$ cat config.mk
export PLATFORM = sky130hd
export DESIGN_NAME = axi4_reg_cfg_sequencer
export DESIGN_NICKNAME = d
export VERILOG_FILES = /design/src/rtl/axi4_reg_cfg_sequencer.sv
export SDC_FILE = /design/constraint.sdc
export NUM_CORES = 1
export LEC_CHECK = 0
export CAP_MARGIN = 25
export CELL_PAD_IN_SITES_DETAIL_PLACEMENT = 1
export CELL_PAD_IN_SITES_GLOBAL_PLACEMENT = 2
export CORE_UTILIZATION = 21
export CTS_CLUSTER_DIAMETER = 40
export CTS_CLUSTER_SIZE = 24
export DETAILED_ROUTE_END_ITERATION = 8
export GPL_TIMING_DRIVEN = 0
export PLACE_DENSITY = 0.83
export SYNTH_ARGS = -nofsm -noshare
export SYNTH_HDL_FRONTEND = slang
export SYNTH_SLANG_ARGS = --single-unit
$ cat constraint.sdc
create_clock -name clk -period 1.9 [get_ports clk]
set_input_delay 0.475 -clock clk [delete_from_list [all_inputs] [get_ports clk]]
set_output_delay 0.475 -clock clk [all_outputs]
set_load 0.005 [all_outputs]
$ cat src/rtl/axi4_reg_cfg_sequencer.sv
// AXI4-Lite write-only master that replays a fixed (address, data) table into a register slave.
// One transaction in flight; stops on the first error response or timeout.
module axi4_reg_cfg_sequencer #(
    parameter int unsigned AXI_DATA_WIDTH_P = 32,
    parameter int unsigned AXI_ADDR_WIDTH_P = 16,
    parameter int unsigned NR_OF_WRITES_P   = 4,
    parameter int unsigned TIMEOUT_P        = 255,
    localparam int unsigned IdxW = (NR_OF_WRITES_P > 1) ? $clog2(NR_OF_WRITES_P) : 1
) (
    input  logic                                       clk,
    input  logic                                       rst_n,
    input  logic                                       start,
    input  logic [NR_OF_WRITES_P*AXI_ADDR_WIDTH_P-1:0] cfg_addr,
    input  logic [NR_OF_WRITES_P*AXI_DATA_WIDTH_P-1:0] cfg_data,
    output logic                                       busy,
    output logic                                       done,
    output logic                                       error,
    output logic [IdxW-1:0]                            err_index,
    output logic [AXI_ADDR_WIDTH_P-1:0]                awaddr,
    output logic                                       awvalid,
    input  logic                                       awready,
    output logic [AXI_DATA_WIDTH_P-1:0]                wdata,
    output logic [AXI_DATA_WIDTH_P/8-1:0]              wstrb,
    output logic                                       wvalid,
    input  logic                                       wready,
    input  logic [1:0]                                 bresp,
    input  logic                                       bvalid,
    output logic                                       bready
);

    localparam int unsigned TimerW = $clog2(TIMEOUT_P + 1);

    typedef enum logic [1:0] {StIdle, StIssue, StResp, StFin} state_e;

    state_e                      state_q, state_d;
    logic [IdxW-1:0]             index_q, index_d;
    logic [IdxW-1:0]             err_index_q, err_index_d;
    logic [TimerW-1:0]           timer_q, timer_d;
    logic                        busy_q, busy_d;
    logic                        done_q, done_d;
    logic                        error_q, error_d;
    logic                        awvalid_q, awvalid_d;
    logic                        wvalid_q, wvalid_d;
    logic                        bready_q, bready_d;
    logic [AXI_ADDR_WIDTH_P-1:0] awaddr_q, awaddr_d;
    logic [AXI_DATA_WIDTH_P-1:0] wdata_q, wdata_d;

    logic [IdxW-1:0] index_nxt;
    logic            timeout;
    logic            b_hs;
    logic            last_entry;

    assign index_nxt  = index_q + IdxW'(1);
    assign timeout    = (timer_q == TimerW'(TIMEOUT_P - 1));
    assign b_hs       = bvalid && bready_q;
    assign last_entry = (index_q == IdxW'(NR_OF_WRITES_P - 1));

    always_ff @(posedge clk) begin
        if (!rst_n) begin
            state_q     <= StIdle;
            index_q     <= '0;
            err_index_q <= '0;
            timer_q     <= '0;
            busy_q      <= 1'b0;
            done_q      <= 1'b0;
            error_q     <= 1'b0;
            awvalid_q   <= 1'b0;
            wvalid_q    <= 1'b0;
            bready_q    <= 1'b0;
            awaddr_q    <= '0;
            wdata_q     <= '0;
        end else begin
            state_q     <= state_d;
            index_q     <= index_d;
            err_index_q <= err_index_d;
            timer_q     <= timer_d;
            busy_q      <= busy_d;
            done_q      <= done_d;
            error_q     <= error_d;
            awvalid_q   <= awvalid_d;
            wvalid_q    <= wvalid_d;
            bready_q    <= bready_d;
            awaddr_q    <= awaddr_d;
            wdata_q     <= wdata_d;
        end
    end

    always_comb begin
        state_d     = state_q;
        index_d     = index_q;
        err_index_d = err_index_q;
        timer_d     = timer_q;
        busy_d      = busy_q;
        done_d      = 1'b0;
        error_d     = error_q;
        awvalid_d   = awvalid_q;
        wvalid_d    = wvalid_q;
        bready_d    = bready_q;
        awaddr_d    = awaddr_q;
        wdata_d     = wdata_q;

        unique case (state_q)
            StIdle: begin
                if (start) begin
                    state_d   = StIssue;
                    index_d   = '0;
                    timer_d   = '0;
                    error_d   = 1'b0;
                    busy_d    = 1'b1;
                    awaddr_d  = cfg_addr[0 +: AXI_ADDR_WIDTH_P];
                    wdata_d   = cfg_data[0 +: AXI_DATA_WIDTH_P];
                    awvalid_d = 1'b1;
                    wvalid_d  = 1'b1;
                end
            end
            StIssue: begin
                // bvalid is deliberately ignored here; a response before both handshakes is bogus.
                timer_d   = timer_q + TimerW'(1);
                awvalid_d = awvalid_q && !awready;
                wvalid_d  = wvalid_q && !wready;
                if (timeout) begin
                    awvalid_d   = 1'b0;
                    wvalid_d    = 1'b0;
                    bready_d    = 1'b0;
                    error_d     = 1'b1;
                    err_index_d = index_q;
                    busy_d      = 1'b0;
                    state_d     = StIdle;
                end else if (!awvalid_d && !wvalid_d) begin
                    bready_d = 1'b1;
                    state_d  = StResp;
                end
            end
            StResp: begin
                timer_d = timer_q + TimerW'(1);
                if (b_hs) begin
                    bready_d = 1'b0;
                    if (bresp != 2'b00) begin
                        error_d     = 1'b1;
                        err_index_d = index_q;
                        busy_d      = 1'b0;
                        state_d     = StIdle;
                    end else if (last_entry) begin
                        done_d  = 1'b1;
                        busy_d  = 1'b0;
                        state_d = StFin;
                    end else begin
                        index_d   = index_nxt;
                        timer_d   = '0;
                        awaddr_d  = cfg_addr[int'(index_nxt)*AXI_ADDR_WIDTH_P +: AXI_ADDR_WIDTH_P];
                        wdata_d   = cfg_data[int'(index_nxt)*AXI_DATA_WIDTH_P +: AXI_DATA_WIDTH_P];
                        awvalid_d = 1'b1;
                        wvalid_d  = 1'b1;
                        state_d   = StIssue;
                    end
                end else if (timeout) begin
                    bready_d    = 1'b0;
                    error_d     = 1'b1;
                    err_index_d = index_q;
                    busy_d      = 1'b0;
                    state_d     = StIdle;
                end
            end
            // done is high for this single cycle, so a start here is not sampled.
            StFin: begin
                state_d = StIdle;
            end
            default: begin
                state_d = StIdle;
            end
        endcase
    end

    always_comb begin
        busy      = busy_q;
        done      = done_q;
        error     = error_q;
        err_index = err_index_q;
        awaddr    = awaddr_q;
        awvalid   = awvalid_q;
        wdata     = wdata_q;
        wstrb     = '1;
        wvalid    = wvalid_q;
        bready    = bready_q;
    end

endmodule
Word level (Yosys, flattened, before mapping)
Index checks and enable logic that the tools add are counted.
Widths: inputs -> output; s select.
{ "totals": {"register_bits": 68, "inputBits": 200, "out_inout_bits": 60, "elab_cells": 110} }
{ "classes": {"n_addsub": 2, "eq_ne": 13, "n_shift": 2, "n_mux": 56, "bitwise": 3, "n_reduce_logical": 22} }
{ "ops": {"columns": ["op", "count"], "rows": [
  ["$mux 32", 4],
  ["$shiftx 128x8->32", 1],
  ["$mux 16", 4],
  ["$pmux 32 s2", 1],
  ["$shiftx 64x7->16", 1],
  ["$mux 8", 4],
  ["$pmux 16 s2", 1],
  ["$mux 2", 14],
  ["$pmux 8 s3", 1],
  ["$mux 1", 19],
  ["$pmux 1 s3", 4],
  ["$reduce_and 3->1", 4],
  ["$reduce_and 5->1", 2],
  ["$ne 3x3->1 const B", 3],
  ["$add 8x1->8 const B", 1],
  ["$eq 8x8->1 const B", 1],
  ["$ne 2x2->1 const B", 4],
  ["$pmux 2 s2", 2],
  ["$pmux 2 s4", 1],
  ["$eq 2x2->1 const B", 3],
  ["$reduce_bool 2->1", 3],
  ["$logic_and 1x1->1", 4],
  ["$logic_not 1->1", 4],
  ["$ne 4x4->1 const B", 1],
  ["8 further kinds", 11]
]} }

Depth between registers and ports, before layout
Gate-level depths: netlist of run 1.
{ "logic_depth": {"depth_word": 7, "depth_mapped": 9, "depth_no_buf": 6} }

Least setup slack after synthesis of run 1
OpenSTA, ideal clock, no wires.
{ "synth_timing": {"path_kind": "register to register", "startpoint": "register state_q[0]", "endpoint": "register state_q[0]", "setup_time_ps": 122, "arrival_time_ps": 1638, "required_time_ps": 1778, "path_slack_ps": 141, "path_stages_with_launch": 8, "path_buffers": 1, "period_less_slack_ps": 1759, "path_cell_list": "dfxtp_1 > inv_1 > ha_1 > nor2b_1 > buf_2 > or2_1 > o21a_1 > o311a_1"} }
{ "synth_between": {"elab_chain_len": 3, "elab_cells_between_ends": 9, "classes_between": "eq/ne (6); mux (1); reduce/logical (2)"} }
{ "synth_lines": {"columns": ["element", "line_no", "rtl"], "rows": [
  ["start, declared", "35", "state_e state_q, state_d;"],
  ["start signal, assigned", "60", "state_q <= StIdle;"],
  ["start signal, assigned", "73", "state_q <= state_d;"],
  ["$eq 2x1->1 (tied with other cells)", "102", "unique case (state_q)"],
  ["$ne 3x3->1 (no source line) / $ne 2x2->1 (equally long branches)", null, null],
  ["$reduce_and 3->1 (no source line)", null, null]
]} }
Parallel ways exist; a longest one is shown, timed or not.
A chain may end at the register's enable or synchronous reset.

Worst setup path in the final report of run 1
{ "layout_timing": {"startpoint": "register state_q[1]", "endpoint": "register state_q[0]"} }
Same word-level chain as after synthesis.

==> results.md, run 1 <==
* Drt pass-1 iters at 4
* Total CTS buffers at 9
* Initial drt markers at between 100 and 150
* Core footprint at 20360 um^2
* Internal Power at ~4300 uW
* Setup WS post-layout at approximately 0.028 ns
* Comb pwr share at between 40 and 50%
* Ys Warns at 0
* Clock root cell: clkbuf_16
* CTS tree: done
* DRC errors left at 0
* Area contributors post-synth: dfxtp_1, mux2i_1, o2bb2ai_1
* Area grow syn2layout at 77.84%
* WL final at 19080 um
* DIE HEIGHT at between 100 and 150 um
* Clock power share at 25.4%
* Count leader, synth: dfxtp_1
* Routed Antenna Nets at 0
* PortBufs at between 200 and 300
* Clock Latency Late Sink at 0.35 ns
* Drt via density at slightly below 5
* Headroom to the max-slew limit at 61.50%
* Asr flop ratio synth at 0%
* Worst path max stage delay at around 0.37 ns
* Final Hold Fails at 0
* Core Rows at 52
* Count of pins over their slew limit at 0
* Die area at 21470 um^2
* Register share of total power at 30.2%
* DR vias at 5032
* Peak fanout along the critical path at 8
* CP required at 2.12 ns
* Layout Nets at 968
* Final RePlAce weighted congestion at 0.7555
* Crit share post-route at between 90% and 100%
* Setup-failing EPs final at 0
* Final Critical Period at about 1.9 ns
* Crit path DAT at 2.09 ns
* CTS sink count at 68
* Dpl cells at a little over 1k
* Starting Density at 21.54%
* Fraction of layout cells with a size suffix above 1 at between 10% and 20%
* Sequential fraction of the synthesis area at 31.03%
* H-tree levels at 3
* Hold WS at 0.4773 ns
* Total gr overflow at 0
* Sw Ratio at 33.23%
* All-Layer GR Usage at 17.92%
* Num ports at 260
* CTS clk-pin slew, worst paths at 0.06 ns
* Final HPWL DP at around 15000 um
* Critical-path cell list: inv_1 > ha_2 > nor2b_1 > clkbuf_4 > or2_4 > o21a_1 > o311a_1
* Pwr per Cell Area at 826.0 nW/um^2
* Largest net degree at the start of global routing at 20
* Synth area leader: dfxtp_1
* Primary FF master, synth: dfxtp_1
* Outcome: complete, no violations
* Hold WC Path Type: register to register
* Mean Syn Cell Area at around 9 um^2
* Vias in the first global route at approximately 5.4k
* RSZ-0062 raised after global routing: true
* P_sw at 2141 uW
* Post-Synthesis Cells at 488
* Die width at ~150 um
* Final Skew at 0.01118 ns
* First-pass GRT wire length at 29880 um
* Fmax achieved at about 530 MHz
* Static Leak at 0.002660 uW
* # diodes at 0
* Crit end category: register
* Mapped cell area at 4387 um^2
* Unique masters post-synth at 58
* # hold bufs at CTS at 0
* Clock Path Buffers at 2
* Share of the synthesized area in the top cell type at 31.03%
* Slew @ Worst Pin at about 0.58 ns
* Initial antenna violation count at 0
* Peak VDD IR at 0.0003468 V
* Placement Setup Slack at -0.5726 ns
* Critical Path Slowest Stage Cell: dfxtp_2
* CP Class: register to register
* Post-synth EDFFs at 0
* Setup_tns at 0 ns
* Synth Register Bits at roughly 70
* Top cells by count, synth: dfxtp_1, a21oi_1, a22oi_1
* Startpoint types: register
* Fin cells at 1035
* Average wire per standard cell at 18.43 um
* Max-Cap Viols at 0
==> cell usage in the layout (no fill, tap or decap), types with 4 or more instances in the layout <==
master / netlist / routed
clkdlybuf4s50_1: 0 / 252
inv_1: 6 / 5
o2bb2ai_1: 48 / 46
clkinv_4: 0 / 4
xnor2_1: 4 / 4
dfxtp_1: 68 / 66
a21oi_1: 58 / 58
conb_1: 1 / 4
nor2_1: 9 / 9
ha_1: 8 / 7
clkbuf_1: 18 / 11
buf_4: 11 / 18
a22oi_1: 50 / 50
nand4_1: 4 / 4
nand3_1: 8 / 8
buf_2: 23 / 8
nand2_1: 7 / 7
clkbuf_16: 0 / 9
o21ai_0: 7 / 6
buf_6: 4 / 11
mux2i_1: 48 / 48
a211oi_1: 48 / 46
clkbuf_2: 0 / 5
==> power by group through the flow <==
stage               Clock (uW)  Sequential [uW]  Combinational (uW)
global route              1740             1980                3130
detailed placement           0             1970                2720
global placement             0             1960                2690
CTS                       1690             1940                2860
finish                    1630             1940                2870
floorplan                    0             1970                1210
==> metal layers <==
metal	track usage, %	wire length [um]	up-vias
met5	0	0	-
met4	4.635	290	0
met3	5.813	1372	20
met2	31.21	9424	180
met1	21.03	7988	2374
li1	-	-	2458
==> logic make-up after synthesis <==
family / synth area share, %
compound gates: 39.45
other cells: 0.08549
flops: 31.03
simple gates: 7.074
fa+ha+maj: 2.282
xor+xnor: 0.7985
mux: 10.95
buf+inv: 8.328
==> critical path: cells and delay by family (launching register included) <==
| kind | cells | cell delay (ns) |
|---|---|---|
| AO/OA/AOI/OAI | 2 | 0.52 |
| flip-flops | 1 | 0.37 |
| buffers and inverters | 2 | 0.26 |
| AND/OR/NAND/NOR | 2 | 0.40 |
| adder cells (fa/ha/maj) | 1 | 0.21 |
==> metrics by stage <==
stage	power, uW	area, um^2	util (%)
after floorplan	3182	4398	-
after global placement	4650	7288	35.79
after detailed placement	4684	7288	35.79
after CTS	6484	7710	37.86
after global routing	6849	7801	38.31
final	6444	7801	38.31
==> repair_timing <==
item | 4_1_cts | 5_1_grt
gates resized for setup | 44 | 25
endpoints found under the setup margin | 57 | 55
buffers inserted | 3 | 1
gates cloned | 0 | 0
pin swaps | 2 | 5
==> area by class of cell <==
| class | count | area [um^2] |
|---|---|---|
| buffer | 58 | 447.9 |
| clock buffer | 10 | 239.0 |
| clock inverter | 6 | 50.05 |
| fill | 2362 | 12560 |
| inverter | 6 | 22.52 |
| multi-input combinational | 358 | 2745 |
| sequential | 68 | 1364 |
| tap | 270 | 337.8 |
| timing repair buffer | 259 | 2595 |
==> state kept, by name, summed over array words and instances (netlist names) <==
name       count
wdata         32
index_q        2
done           1
bready         1
wvalid         1
err_index      2
error          1
timer_q        8
awaddr        16
state_q        2
busy           1
awvalid        1
==> worst paths after layout <==
path / startpoint / endpoint / slack (ns) / cells past startpoint
worst min register to register: err_index[1] / err_index[1] / 0.48 / 2
worst min-delay path: err_index[1] / err_index[1] / 0.48 / 2
worst max-delay path: state_q[1] / state_q[0] / 0.03 / 7
worst max register to register: state_q[1] / state_q[0] / 0.03 / 7
Power figures use the tool's default switching activity.
==> run 2, diff against run 1 <==
SLEW_MARGIN = 20   (was default)
clock period = 1.75 ns   (was 1.9 ns; I/O delays follow)
==> run 2 against run 1 <==
Effect of this change: non-clock buffer count is 10 higher; critical path depth did not move; count of clock-buffer cells in the layout shrank 1; global-route usage up 0.42 points; setup slack lost 0.0089 ns; first-iteration DRC count grew 14%; flip-flop and latch count is the same; final cell count grew 0.87%; wire length grew 2.6%; largest power group unchanged.
==> results.md, run 2 (synthesis gave the netlist of run 1 again) <==
* WL final at 19570 um (+2.6%)
* DRC errors left at 0 (unchanged)
* Number of fill cells at 2305 (-2.4%)
* Total design power at 7472 uW (+16%)
* DIE HEIGHT at 146.5 um (unchanged)
* Placement Setup Slack at -0.6795 ns (-0.1069 ns)
* Clock Path Buffers at 2 (unchanged)
* Starting Density at 21.54% (unchanged)
* Layout Nets at 978 (+1.0%)
* Initial antenna violation count at 0 (unchanged)
* Hold WS at 0.4844 ns (+0.007080 ns)
* Setup WS post-layout at 0.01939 ns (-0.008875 ns)
* Fmax achieved at 577.8 MHz (+8.2%)
* Startpoint types: register
* All-Layer GR Usage at 18.34% (+0.42 points)
* CTS sink count at 68 (unchanged)
* Final HPWL DP at 15160 um (+0.65%)
* Crit path DAT at 1.93 ns (-0.16 ns)
* H-tree levels at 3 (unchanged)
* Max-Cap Viols at 0 (unchanged)
* Num ports at 260 (unchanged)
* # diodes at 0 (unchanged)
* Crit end category: register
* Clock root cell: clkbuf_16
* RSZ-0062 raised after global routing: true
* Post-DP Area at 7291 um^2 (about the same)
* Hold WC Path Type: register to register
* CTS clk-pin slew, worst paths at 0.06 ns (about the same)
* Average wire per standard cell at 18.74 um (+1.7%)
* Final instance area at 8200 um^2 (+5.1%)
* Initial drt markers at 150 (+14%)
* Reg-to-reg endpoint: awaddr[5]
* Multi-input gate area at 2893 um^2 (+5.4%)
* Core Rows at 52 (unchanged)
* Die width at 146.5 um (unchanged)
* Fraction of layout cells with a size suffix above 1 at 16.80% (+4.6 points)
* Crit share post-route at 98.89% (+0.38 points)
* Area grow syn2layout at 86.94%
* Total CTS buffers at 9 (unchanged)
* Critical Path Slowest Stage Cell: ha_4
* Die area at 21470 um^2 (unchanged)
* Worst hold path depth at 2 (unchanged)
* DR vias at 5077 (+0.89%)
* Vias in the first global route at 5366 (-0.68%)
* CP Class: register to register
* Static Leak at 0.002822 uW (+6.1%)
* Drt pass-1 iters at 4 (unchanged)
* Seq. cell area at 1370 um^2 (+0.46%)
* CP required at 1.95 ns (-0.17 ns)
* # hold bufs at CTS at 0 (unchanged)
* Largest register FFs at 32 (unchanged)
* Final RePlAce weighted congestion at 0.7852 (+3.9%)
* Worst setup path start: index_q[0]
* Count of pins over their slew limit at 0 (unchanged)
* Most common cell after layout, fill and taps aside: clkdlybuf4s50_1
* Largest net degree at the start of global routing at 13 (-35%)
* R2R Path Start: index_q[0]
* First-pass GRT wire length at 30330 um (+1.5%)
* Peak VDD IR at 0.0004910 V (+42%)
* Pwr per Cell Area at 911.2 nW/um^2 (+10%)
* Final Hold Fails at 0 (unchanged)
* Dpl cells at 1016 (unchanged)
* PortBufs at 255 (unchanged)
* Fin cells at 1044 (+0.87%)
* Worst r2r path cells at 7 (unchanged)
* Routed Antenna Nets at 0 (unchanged)
* Crit path capture: awaddr[5]
* Core footprint at 20360 um^2 (unchanged)
* Clock Latency Late Sink at 0.34 ns (about the same)
* Total gr overflow at 0 (unchanged)
* Drt via density at 4.863 (about the same)
* Flop-to-flop setup slack at 0.02 ns (about the same)
* Outcome: complete, no violations
* Worst path max stage delay at 0.36 ns (about the same)
* Final Skew at 0.007549 ns (-0.003626 ns)
* Peak fanout along the critical path at 6 (-2)
* CTS tree: done
* Headroom to the max-slew limit at 62.61% (+1.1 points)
* Critical-path cell list: ha_4 > buf_12 > buf_4 > mux2i_1 > o2bb2ai_1 > a22oi_1 > a211oi_1
* Slew @ Worst Pin at 0.5609 ns (-0.01664 ns)
* Commonest non-fill, non-tap cells in the layout: clkdlybuf4s50_1, dfxtp_1, a21oi_1
* Final Critical Period at 1.731 ns (-0.1411 ns)
* Setup-failing EPs final at 0 (unchanged)
## run 2: changes by cell type in the layout (fill, tap and decap cells not counted), moves of 5 or more
cell and change:
a22oi_1 -5, a22oi_2 +5, buf_8 +5, mux2i_1 -6, mux2i_2 +5
## run 2: report_power, final
| part | total [uW] | switching [uW] | leakage (uW) | internal [uW] |
|---|---|---|---|---|
| registers | 2120 | 212 | 0.000564 | 1910 |
| logic | 3390 | 1440 | 0.00211 | 1960 |
| clock network | 1960 | 720 | 0.000151 | 1240 |
## run 2: timing repair
| action | 4_1_cts | 5_1_grt |
|---|---|---|
| buffers inserted | 13 | 1 |
| hold endpoints to repair | 0 | 0 |
| pin swaps | 12 | 23 |
| gates resized for setup | 79 | 46 |
| cloned | 1 | 2 |
| setup endpoints to repair | 68 | 63 |
## run 2: per-stage QoR
step / TNS (ns) / util [%]
CTS: -0.05071 / 39.32
global placement: -36.92 / 35.80
finish: 0 / 40.27
floorplan: 0 / -
global route: -0.6713 / 40.27
detailed placement: -38.04 / 35.80
## run 2: final cells by class
type | count | share of cell area (%)
Timing Repair Buffer | 272 | 33.89
Multi-Input combinational cell | 358 | 35.28
Buffer | 55 | 5.859
Inverter | 6 | 0.3052
Tap cell | 270 | 4.120
Clock inverter | 6 | 1.099
Clock buffer | 9 | 2.746
Sequential cell | 68 | 16.71
## run 2: metal layers
layer,wire [um],track usage (%),vias up
met5,0,0,-
met4,275,4.063,0
met3,1294,5.875,16
met2,10080,33.36,178
met1,7918,20.68,2397
li1,-,-,2486
## run 2: worst min path at each step
stage,start,endpoint,slack (ns)
2_1_floorplan,index_q[1],err_index[1],0.46
3_3_place_gp,err_index[0],err_index[0],0.46
3_5_place_dp,err_index[0],err_index[0],0.48
4_1_cts,err_index[0],err_index[0],0.48
5_1_grt,awvalid,awvalid,0.50
6_report,awvalid,awvalid,0.48
## run 2: worst max-delay path, delay by kind of cell, from the launching register on
kind | cells | cell delay [ns]
AO/OA/AOI/OAI | 3 | 0.41
adder cells (fa/ha/maj) | 1 | 0.36
flip-flops | 1 | 0.33
buffers and inverters | 2 | 0.29
multiplexers | 1 | 0.19
